File: src/rtl/nn_host_pkg.sv
// Shared types and defaults for the NN accelerator host-side result reader.
// The state encoding and the score-compare helper are used by the top and the bench.
package nn_host_pkg;

   localparam int NN_ADDR_W = 16;
   localparam int NN_DATA_W = 8;

   typedef enum logic [2:0] {
      ST_IDLE     = 3'd0,
      ST_START    = 3'd1,
      ST_WAIT_END = 3'd2,
      ST_READ     = 3'd3,
      ST_DRAIN    = 3'd4,
      ST_DONE     = 3'd5
   } nn_state_e;

   // Ties resolve to female.
   function automatic logic score_is_male(input logic [7:0] male, input logic [7:0] female);
      return $signed(male) > $signed(female);
   endfunction

endpackage

File: src/rtl/nn_sync_fifo.sv
// Parameterised synchronous FIFO with first-word-fall-through head and an occupancy count.
// A push into a full FIFO is accepted only when a pop happens in the same cycle.
module nn_sync_fifo #(
   parameter int  DEPTH = 4,
   parameter int  WIDTH = 8,
   localparam int PTR_W = (DEPTH > 1) ? $clog2(DEPTH) : 1,
   localparam int CNT_W = $clog2(DEPTH + 1)
) (
   input  logic             clk,
   input  logic             rst_n,
   input  logic             push_en,
   input  logic [WIDTH-1:0] push_data,
   input  logic             pop_en,
   output logic [WIDTH-1:0] head_data,
   output logic             empty,
   output logic [CNT_W-1:0] count
);

   logic [WIDTH-1:0] mem_q [DEPTH];
   logic [PTR_W-1:0] wr_ptr_q, wr_ptr_d;
   logic [PTR_W-1:0] rd_ptr_q, rd_ptr_d;
   logic [CNT_W-1:0] count_q, count_d;
   logic             do_push, do_pop;

   assign do_pop  = pop_en && (count_q != '0);
   assign do_push = push_en && ((count_q != CNT_W'(DEPTH)) || do_pop);

   always_comb begin
      wr_ptr_d = wr_ptr_q;
      rd_ptr_d = rd_ptr_q;
      if (do_push) begin
         wr_ptr_d = (wr_ptr_q == PTR_W'(DEPTH - 1)) ? '0 : wr_ptr_q + PTR_W'(1);
      end
      if (do_pop) begin
         rd_ptr_d = (rd_ptr_q == PTR_W'(DEPTH - 1)) ? '0 : rd_ptr_q + PTR_W'(1);
      end
      count_d = count_q + CNT_W'(do_push) - CNT_W'(do_pop);
   end

   always_ff @(posedge clk or negedge rst_n) begin
      if (!rst_n) begin
         wr_ptr_q <= '0;
         rd_ptr_q <= '0;
         count_q  <= '0;
      end else begin
         wr_ptr_q <= wr_ptr_d;
         rd_ptr_q <= rd_ptr_d;
         count_q  <= count_d;
      end
   end

   // Storage carries no reset; the count alone decides what is valid.
   always_ff @(posedge clk) begin
      if (do_push) begin
         mem_q[wr_ptr_q] <= push_data;
      end
   end

   assign head_data = mem_q[rd_ptr_q];
   assign empty     = (count_q == '0);
   assign count     = count_q;

endmodule

File: src/rtl/nn_result_reader.sv
// Host controller: starts the NN accelerator, captures its scores, then streams a RAM window out.
// Define NN_TIMEOUT_EN to add a WAIT_END watchdog that drives err_timeout.
module nn_result_reader
   import nn_host_pkg::*;
#(
   parameter int ADDR_W      = NN_ADDR_W,
   parameter int DATA_W      = NN_DATA_W,
   parameter int RD_LAT      = 1,
   parameter int FIFO_DEPTH  = 4,
   parameter int TIMEOUT_CYC = 2000000
) (
   input  logic              sys_clk,
   input  logic              rst_n,
   input  logic              cmd_valid,
   output logic              cmd_ready,
   input  logic [ADDR_W-1:0] cmd_base,
   input  logic [ADDR_W-1:0] cmd_len,
   output logic              start_flag,
   input  logic              end_flag,
   input  logic [7:0]        NN_out_male,
   input  logic [7:0]        NN_out_female,
   output logic              ram_en_rtb,
   output logic [ADDR_W-1:0] ram_addr_rtb,
   input  logic [DATA_W-1:0] ram_data_r,
   output logic              out_valid,
   input  logic              out_ready,
   output logic [DATA_W-1:0] out_data,
   output logic              out_last,
   output logic [7:0]        score_male,
   output logic [7:0]        score_female,
   output logic              is_male,
   output logic              busy,
   output logic              done,
   output logic              err_timeout
);

   localparam int CNT_W = $clog2(FIFO_DEPTH + 1);
   localparam int FW    = DATA_W + 1;

   generate
      if (RD_LAT < 1 || RD_LAT > 3 || FIFO_DEPTH < RD_LAT + 2 || TIMEOUT_CYC < 1) begin : g_bad_cfg
         $error("nn_result_reader: illegal RD_LAT/FIFO_DEPTH/TIMEOUT_CYC combination");
      end
   endgenerate

   nn_state_e         state_q, state_d;
   logic [ADDR_W-1:0] rd_addr_q, rd_addr_d;
   logic [ADDR_W-1:0] rd_rem_q, rd_rem_d;
   logic              end_d_q;
   logic [7:0]        score_male_q, score_male_d;
   logic [7:0]        score_female_q, score_female_d;
   logic              is_male_q, is_male_d;
   logic [RD_LAT-1:0] vld_sr_q, vld_sr_d;
   logic [RD_LAT-1:0] last_sr_q, last_sr_d;
`ifdef NN_TIMEOUT_EN
   logic [31:0]       tmo_cnt_q, tmo_cnt_d;
   logic              err_q, err_d;
`endif

   logic [CNT_W-1:0]  fifo_count;
   logic              fifo_empty;
   logic [FW-1:0]     fifo_head;
   logic [7:0]        inflight;
   logic              issue, push, pop, drained, end_edge;

   always_comb begin
      inflight = '0;
      for (int i = 0; i < RD_LAT; i++) begin
         inflight = inflight + 8'(vld_sr_q[i]);
      end
   end

   // Credits count both queued bytes and reads still in the RAM pipeline, so pushes never overflow.
   assign issue    = (state_q == ST_READ) && (rd_rem_q != '0) &&
                     ((inflight + 8'(fifo_count)) < 8'(FIFO_DEPTH));
   assign push     = vld_sr_q[RD_LAT-1];
   assign pop      = !fifo_empty && out_ready;
   assign drained  = (fifo_count == '0) || ((fifo_count == CNT_W'(1)) && pop);
   assign end_edge = end_flag && !end_d_q;

   assign vld_sr_d  = (vld_sr_q << 1) | RD_LAT'(issue);
   assign last_sr_d = (last_sr_q << 1) | RD_LAT'(issue && (rd_rem_q == ADDR_W'(1)));

   nn_sync_fifo #(
      .DEPTH (FIFO_DEPTH),
      .WIDTH (FW)
   ) u_fifo (
      .clk       (sys_clk),
      .rst_n     (rst_n),
      .push_en   (push),
      .push_data ({last_sr_q[RD_LAT-1], ram_data_r}),
      .pop_en    (pop),
      .head_data (fifo_head),
      .empty     (fifo_empty),
      .count     (fifo_count)
   );

   always_comb begin
      state_d        = state_q;
      rd_addr_d      = rd_addr_q;
      rd_rem_d       = rd_rem_q;
      score_male_d   = score_male_q;
      score_female_d = score_female_q;
      is_male_d      = is_male_q;
`ifdef NN_TIMEOUT_EN
      tmo_cnt_d      = '0;
      err_d          = err_q;
`endif
      case (state_q)
         ST_IDLE: begin
            if (cmd_valid) begin
               rd_addr_d = cmd_base;
               rd_rem_d  = cmd_len;
`ifdef NN_TIMEOUT_EN
               err_d     = 1'b0;
`endif
               state_d   = ST_START;
            end
         end
         ST_START: state_d = ST_WAIT_END;
         ST_WAIT_END: begin
            if (end_edge) begin
               score_male_d   = NN_out_male;
               score_female_d = NN_out_female;
               is_male_d      = score_is_male(NN_out_male, NN_out_female);
               state_d        = (rd_rem_q != '0) ? ST_READ : ST_DONE;
            end
`ifdef NN_TIMEOUT_EN
            else if (tmo_cnt_q == 32'(TIMEOUT_CYC - 1)) begin
               err_d   = 1'b1;
               state_d = ST_DONE;
            end else begin
               tmo_cnt_d = tmo_cnt_q + 32'd1;
            end
`endif
         end
         ST_READ: begin
            if (issue) begin
               rd_addr_d = rd_addr_q + ADDR_W'(1);
               rd_rem_d  = rd_rem_q - ADDR_W'(1);
            end
            // Skipping DRAIN when the last byte leaves now puts done right after its acceptance.
            if (rd_rem_q == '0 && inflight == '0) begin
               state_d = drained ? ST_DONE : ST_DRAIN;
            end
         end
         ST_DRAIN: begin
            if (drained) begin
               state_d = ST_DONE;
            end
         end
         ST_DONE: state_d = ST_IDLE;
         default: state_d = ST_IDLE;
      endcase
   end

   always_ff @(posedge sys_clk or negedge rst_n) begin
      if (!rst_n) begin
         state_q        <= ST_IDLE;
         rd_addr_q      <= '0;
         rd_rem_q       <= '0;
         end_d_q        <= 1'b0;
         score_male_q   <= '0;
         score_female_q <= '0;
         is_male_q      <= 1'b0;
         vld_sr_q       <= '0;
         last_sr_q      <= '0;
`ifdef NN_TIMEOUT_EN
         tmo_cnt_q      <= '0;
         err_q          <= 1'b0;
`endif
      end else begin
         state_q        <= state_d;
         rd_addr_q      <= rd_addr_d;
         rd_rem_q       <= rd_rem_d;
         end_d_q        <= end_flag;
         score_male_q   <= score_male_d;
         score_female_q <= score_female_d;
         is_male_q      <= is_male_d;
         vld_sr_q       <= vld_sr_d;
         last_sr_q      <= last_sr_d;
`ifdef NN_TIMEOUT_EN
         tmo_cnt_q      <= tmo_cnt_d;
         err_q          <= err_d;
`endif
      end
   end

   assign cmd_ready    = (state_q == ST_IDLE);
   assign busy         = (state_q != ST_IDLE);
   assign start_flag   = (state_q == ST_START);
   assign done         = (state_q == ST_DONE);
   assign ram_en_rtb   = issue;
   assign ram_addr_rtb = rd_addr_q;
   assign out_valid    = !fifo_empty;
   assign out_data     = fifo_empty ? '0 : fifo_head[DATA_W-1:0];
   assign out_last     = !fifo_empty && fifo_head[DATA_W];
   assign score_male   = score_male_q;
   assign score_female = score_female_q;
   assign is_male      = is_male_q;
`ifdef NN_TIMEOUT_EN
   assign err_timeout  = err_q;
`else
   assign err_timeout  = 1'b0;
`endif

endmodule
File: config.mk
export PLATFORM = sky130hd
export DESIGN_NAME = nn_result_reader
export DESIGN_NICKNAME = d
export VERILOG_FILES = /design/src/rtl/nn_host_pkg.sv /design/src/rtl/nn_sync_fifo.sv /design/src/rtl/nn_result_reader.sv
export SDC_FILE = /design/constraint.sdc
export NUM_CORES = 1
export LEC_CHECK = 0
export ABC_AREA = 1
export CAP_MARGIN = 40
export CORE_MARGIN = 4
export CORE_UTILIZATION = 47
export CTS_CLUSTER_DIAMETER = 50
export DETAILED_ROUTE_END_ITERATION = 8
export PLACE_DENSITY_LB_ADDON = 0.25
export SLEW_MARGIN = 10
export SYNTH_ARGS = -nofsm -noshare
export SYNTH_HDL_FRONTEND = slang
export SYNTH_SLANG_ARGS = --single-unit
File: constraint.sdc
create_clock -name sys_clk -period 2 [get_ports sys_clk]
set_input_delay 0.3 -clock sys_clk [delete_from_list [all_inputs] [get_ports sys_clk]]
set_output_delay 0.3 -clock sys_clk [all_outputs]
set_load 0.05 [all_outputs]
==> results.md, run 1 <==
- Count leader, synth: nand2_1
- Die area: 13500 um^2
- Crit. End Element: primary output
- Pre-CTS setup slack: -0.130 ns
- Tmin final: 1.94 ns
- Slowest Stage Delay on Critical Path: 0.85 ns
- Synth top area cells: dfrtp_1 28%, edfxtp_1 20%, nand2_1 18%
- Crit-path cells: clkdlybuf4s50_1
- Proportion of layout cells with a drive suffix above 1: 0.145
- Post-Syn Area per Cell: about 7.9 um^2
- Via count: 4904
- Mapped Cells: 700
- WP data arrival: 1.64 ns
- Gpl congestion: 0.869
- Post-synth EDFFs: 36
- Post-synthesis sequential area ratio: 0.479
- Syn Std Cell Area: about 5500 um^2
- Routed wire length: ~13000 um
- Post-route ant nets: 0
- Synth top area share: 0.282
- Fmax: between 0.5 and 0.6 GHz
- Max_slew headroom: 0.599
- Critical path class: flop to primary output
- Ports: 110
- HPWL Detailed: 9630 um
- Netlist cell types: 40
- Flops & latches, synth: 98
- Worst-path clk slew: approximately 0.070 ns
- Crit path launch type: flop
- Largest net degree at the start of global routing: 38
- WP buf/inv: 1
- Fin cells: 976
- Most common flop cell mapped by yosys: dfrtp_1
- First-pass GRT wire length: approximately 22000 um
- Final layout net count: around 910
- Met2 Usage GRT: 0.333
- # fillers: 944
- RSZ-0062 raised after global routing: true
- VDD IR-drop max: between 1 and 1.5 mV
- GRT overflow: 0
- Vias in the first global route: between 4000 and 5000
- Post-DP Area: between 6000 and 7000 um^2
- Vias per cell: around 5.0
- GR Util met1: 0.266
- Clk root buf: clkbuf_16
- TritonCTS clock tree: done
- Total of max-cap violations: 0
- Antenna violations before repair: 0
- Clock buffer depth: 2
- Post-synth top cells: 267 x nand2_1, 90 x nor2_1, 62 x dfrtp_1
- DRC Markers: 0
- Cell Count Post-Placement: 952
- Clock Skew: 0.00765 ns
- Final hold violations: 0
- Crit-path max FO: 6
- M3 GR Usage: 0.0528
- Clk Latency, worst-skew pair: around 0.35 ns
- Num rows: 39
- Hold Crit Class: primary input to flop
- CP Depth: 1
- Drt pass-1 iters: 5
- Status: finished clean
- Biggest area consumer among synthesized cells: dfrtp_1
- Async SR Flop Fraction: 0.633
- Post-route worst setup slack: approximately 0.055 ns
- Slowest cell on the critical path: clkdlybuf4s50_1
- WL/cell: around 14 um
- Slew @ Worst Pin: approximately 0.6 ns
- Post-route core utilization: 0.650
- Power per cell area: between 1500 and 2000 nW/um^2
- Gr usage total: 0.204
- Top Family by Delay on Critical Path: buffers and inverters
- Ys Warns: 0
- Ant diodes: 0
- Crit share post-route: 0.972
- Final setup fails: 0
- Number of buffers created by CTS: 9
- Worst hold stages: 1
- Die Span X: approximately 120 um
- H-tree levels: 3
- Clk sink count: 98
- Synth-to-layout area growth: 34.9%
- Initial DRC count: 283
- Initial Utilization: 0.482
- Syn_nets: a little under 800
- Finished Cell Area: about 7400 um^2
- Final slew viol count: 0
- Required time worst endpoint: 1.70 ns
- Leakage: ~3.5 nW
- Register-to-Register Path Depth: 10
- Port Buffers: 108
- Die H: around 120 um
- Top Usage Layer GRT: met2
- Core area: approximately 11000 um^2
==> placed cells by master (no fill, tap or decap), types with 3 or more instances in the layout <==
| cell | instances |
|---|---|
| nand2_1 | 266 |
| inv_2 | 10 |
| o21ai_0 | 30 |
| o21ai_2 | 8 |
| nand4_1 | 4 |
| ha_1 | 17 |
| buf_4 | 24 |
| clkinvlp_4 | 4 |
| a21oi_2 | 10 |
| nor2_1 | 84 |
| inv_8 | 4 |
| nor2_4 | 6 |
| dlymetal6s2s_1 | 4 |
| buf_12 | 14 |
| a21oi_1 | 5 |
| nor2_2 | 8 |
| clkbuf_16 | 9 |
| inv_1 | 47 |
| xor2_1 | 4 |
| o21ai_1 | 12 |
| dfrtp_1 | 61 |
| nand3b_1 | 4 |
| o21bai_1 | 3 |
| xnor2_1 | 3 |
| nand2_2 | 5 |
| clkdlybuf4s50_1 | 88 |
| nand3_1 | 30 |
| edfxtp_1 | 36 |
==> through the flow <==
step                      hold WS (ns)  power, mW  setup TNS (ns)
after global placement           0.327       10.6          -0.120
after global routing             0.451       13.8          -0.160
after floorplan                0.00441       8.30         -0.0932
after detailed placement         0.346       10.8          -0.876
after CTS                        0.431       12.7               0
final                            0.442       12.8               0
==> kinds of logic after synthesis <==
logic type | share of synthesized area
and+or+nand+nor | 0.314
DFF | 0.479
buffers and inverters | 0.0675
AOI/OAI and AO/OA | 0.0814
adders and majority gates | 0.0469
xor gates and xnor gates | 0.0111
other | 0.000682
==> final timing paths <==
check	start	end	slack [ns]
worst min-delay path	end_flag	end_d_q$_DFF_PN0_	0.44
worst max-delay path	ram_addr_rtb[12]$_DFFE_PN0P_	ram_addr_rtb[12]	0.06
min in group asynchronous	rst_n	rd_rem_q[15]$_DFFE_PN0P_	0.49
worst max register to register	u_fifo.count[1]$_DFF_PN0_	u_fifo.count[2]$_DFF_PN0_	0.09
max in group asynchronous	rst_n	ram_addr_rtb[2]$_DFFE_PN0P_	0.77
worst min register to register	score_male[2]$_DFFE_PN0P_	score_male[2]$_DFFE_PN0P_	0.47
==> state kept, by name, indices dropped and copies added (netlist names), 2 cells and up <==
signal / count
u_fifo.mem_q: 36
ram_addr_rtb: 16
rd_rem_q: 16
score_female: 8
score_male: 8
state_q: 3
u_fifo.count: 3
u_fifo.rd_ptr_q: 2
u_fifo.wr_ptr_q: 2
==> what timing repair did <==
item                                    CTS  global route
hold buffers                              1             0
endpoints found under the setup margin    1            46
gates resized for setup                   4            22
pin swaps                                 2             2
cloned                                    0             1
endpoints found under the hold margin    23             0
setup buffers                             3             3
==> cell type report <==
class	count	area [um^2]	share of cell area
clock buffers	9	225	0.0303
inverters	62	248	0.0334
clock inverters	7	91.3	0.0123
multi-input cells	521	2590	0.349
repair inverters	1	7.51	0.00101
well taps	143	179	0.0241
repair buffers	135	1440	0.195
flip-flops and latches	98	2630	0.355
==> per-layer routing <==
layer  vias to the layer above  routed length, um  share of wire
li1                       2474                  -              -
met1                      2267               5670           0.43
met2                       142               6470           0.49
met3                        21                879          0.066
met4                         0                238          0.018
met5                         -                  0              0
==> power breakdown <==
group | leakage [nW] | internal (mW) | total [mW] | switching (mW)
Combinational | 2.22 | 2.82 | 7.57 | 4.75
Sequential | 1.10 | 2.75 | 3.42 | 0.675
Clock | 0.154 | 1.01 | 1.84 | 0.829
Total | 3.47 | 6.58 | 12.8 | 6.25
Note: power is estimated with default switching activity, not from simulation.
==> run 2: changes to the inputs <==
PLACE_DENSITY = 0.77   (was default)
PLACE_DENSITY_LB_ADDON = default   (was 0.25)
==> run 2 against run 1 <==
Non-clock buffer count is 3 lower. Wire length is 2.8% higher. Largest cell class unchanged. Sequential share of layout area is 0.11 points higher. Total power hardly changed. First-iteration DRC count is 8.8% higher. Combinational power hardly changed. Clock skew is 0.0040 ns lower. Largest power group unchanged. Utilization is 0.13 points lower. Critical path type unchanged.
==> results.md, run 2 (synthesized netlist as in run 1, its figures left out) <==
- Final layout net count: about 900
- Power per cell area: ~1700 nW/um^2
- Die Span X: between 100 and 150 um
- Num rows: 39
- Gpl congestion: 0.862
- Fmax: roughly 0.51 GHz
- Required time worst endpoint: approximately 1.7 ns
- Clock Skew: approximately 0.0036 ns
- Clock buffer depth: 2
- Sw power: approximately 6.3 mW
- First-pass GRT wire length: ~22000 um
- Worst-path clk slew: approximately 0.07 ns
- Crit share post-route: 0.979
- Port Buffers: between 100 and 150
- Final setup fails: 0
- WL/cell: 14.0 um
- Pre-CTS setup slack: -0.194 ns
- Post-route ant nets: 0
- Commonest non-fill, non-tap cells in the layout: 266 x nand2_1, 89 x clkdlybuf4s50_1, 85 x nor2_1
- GRT overflow: 0
- Multi-input logic area: about 2600 um^2
- Pint: 6.55 mW
- Antenna violations before repair: 0
- Number of buffers created by CTS: 9
- Biggest register: u_fifo.mem_q
- Hold Crit Class: primary input to flop
- Initial DRC count: approximately 310
- Status: finished clean
- Drt pass-1 iters: 7
- Max_slew headroom: 0.655
- # fillers: ~950
- Clk root buf: clkbuf_16
- Proportion of layout cells with a drive suffix above 1: 0.147
- Clk sink count: 98
- Die H: between 100 and 150 um
- Sequential share of power: 0.268
- Clock power share: 0.144
- DRC Markers: 0
- Routed wire length: between 10000 and 15000 um
- Ant diodes: 0
- VDD IR-drop max: 1.40 mV
- Final slew viol count: 0
- Clk Latency, worst-skew pair: roughly 0.35 ns
- Final hold violations: 0
- Seq. cell area: between 2000 and 3000 um^2
- RSZ-0062 raised after global routing: true
- R2R setup slack: about 0.13 ns
- Tmin final: roughly 2 ns
- Initial Utilization: 0.482
- Crit path from: rd_rem_q[11]$_DFFE_PN0P_
- Worst r2r src: rd_rem_q[11]$_DFFE_PN0P_
- Hold wc startpoint: end_flag
- Register-to-Register Path Depth: 10
- Gr usage total: 0.209
- HPWL Detailed: 9530 um
- Synth-to-layout area growth: 34.6%
- Post-route worst setup slack: around 0.042 ns
- Crit-path max FO: 5
- Crit. End Element: primary output
- Slew @ Worst Pin: roughly 0.52 ns
- Crit path launch type: flop
- Pwr Total: 12.8 mW
- TritonCTS clock tree: done
- Total of max-cap violations: 0
- Vias in the first global route: 4763
- Via count: between 4000 and 5000
- Core area: 11400 um^2
- Commonest non-fill, non-tap cell in the layout: nand2_1
- Vias per cell: about 5
- Combinational power share: 0.588
- H-tree levels: 3
- Largest net degree at the start of global routing: 63
- Ports: 110
- Die area: approximately 14000 um^2
- Sw frac: 0.490
- Number of flip-flops under the largest register name: 36
- Leakage: between 3 and 4 nW
- Critical path class: flop to primary output
- Critical Path Sink: ram_en_rtb
- WP data arrival: 1.66 ns
- Reg-to-reg critical path endpoint: ram_addr_rtb[2]$_DFFE_PN0P_
run 2: cell types whose count changed in the layout (fill, tap and decap cells not counted), moves of 2 or more:
cell	before	now
buf_4	24	22
dfrtp_1	61	59
dfrtp_2	1	3
ha_4	1	3
inv_2	10	12
o21ai_0	30	26
o21ai_1	12	16
run 2: stage by stage:
step | setup TNS, ns | area, um^2 | hold slack (ns) | util | instances
2_1_floorplan | -0.0932 | 5560 | 0.00441 | - | 700
6_report | 0 | 7410 | 0.443 | 0.649 | 973
3_5_place_dp | -0.437 | 6940 | 0.346 | 0.608 | 950
4_1_cts | 0 | 7310 | 0.434 | 0.640 | 970
3_3_place_gp | -0.124 | 6940 | 0.338 | 0.608 | 950
5_1_grt | -0.0503 | 7410 | 0.448 | 0.649 | 973
run 2: cell type report:
cell class / count / share of cell area
flip-flops and latches: 98 / 0.356
clock inverters: 7 / 0.0120
multi-input cells: 521 / 0.353
repair buffers: 132 / 0.191
inverters: 62 / 0.0331
repair inverters: 1 / 0.00101
well taps: 143 / 0.0242
clock buffers: 9 / 0.0304
run 2: how the worst min path moves through the flow:
stage               cells after the start                        to  slack (ns)
CTS                                     1         end_d_q$_DFF_PN0_        0.43
global route                            1         end_d_q$_DFF_PN0_        0.45
global placement                        2  rd_rem_q[11]$_DFFE_PN0P_        0.34
floorplan                               0         end_d_q$_DFF_PN0_       0.004
detailed placement                      2  rd_rem_q[15]$_DFFE_PN0P_        0.35
finish                                  1         end_d_q$_DFF_PN0_        0.44
run 2: what timing repair did:
action                                  4_1_cts  5_1_grt
hold endpoints to repair                     62        0
endpoints found under the setup margin       10       47
gates resized for setup                       7       28
cloned                                        0        1
hold buffers                                  1        0
pin swaps                                     3        3
buffers inserted                              3        2
run 2: worst max-delay path: stages, from the launching register on:
cell and delay [ns]:
dfrtp_1 0.45, nor2_1 0.17, nand2_1 0.13, nor2_2 0.16, nand2_2 0.11, nand3_4 0.10, inv_4 0.05, buf_12 0.14
run 2: power by group through the flow:
stage          Combinational, mW  Clock (mW)  Sequential [mW]
6_report                    7.54        1.85             3.44
2_1_floorplan               3.85           0             4.45
3_5_place_dp                7.32           0             3.41
3_3_place_gp                7.12           0             3.38
4_1_cts                     7.43        1.88             3.40
5_1_grt                     8.22        1.98             3.55
run 2: metal layers:
metal	vias up	wire, um	GRT usage
met1	2263	6010	0.278
met2	129	6580	0.336
met3	23	715	0.0420
met5	-	0	0
li1	2472	-	-
met4	0	314	0.0882
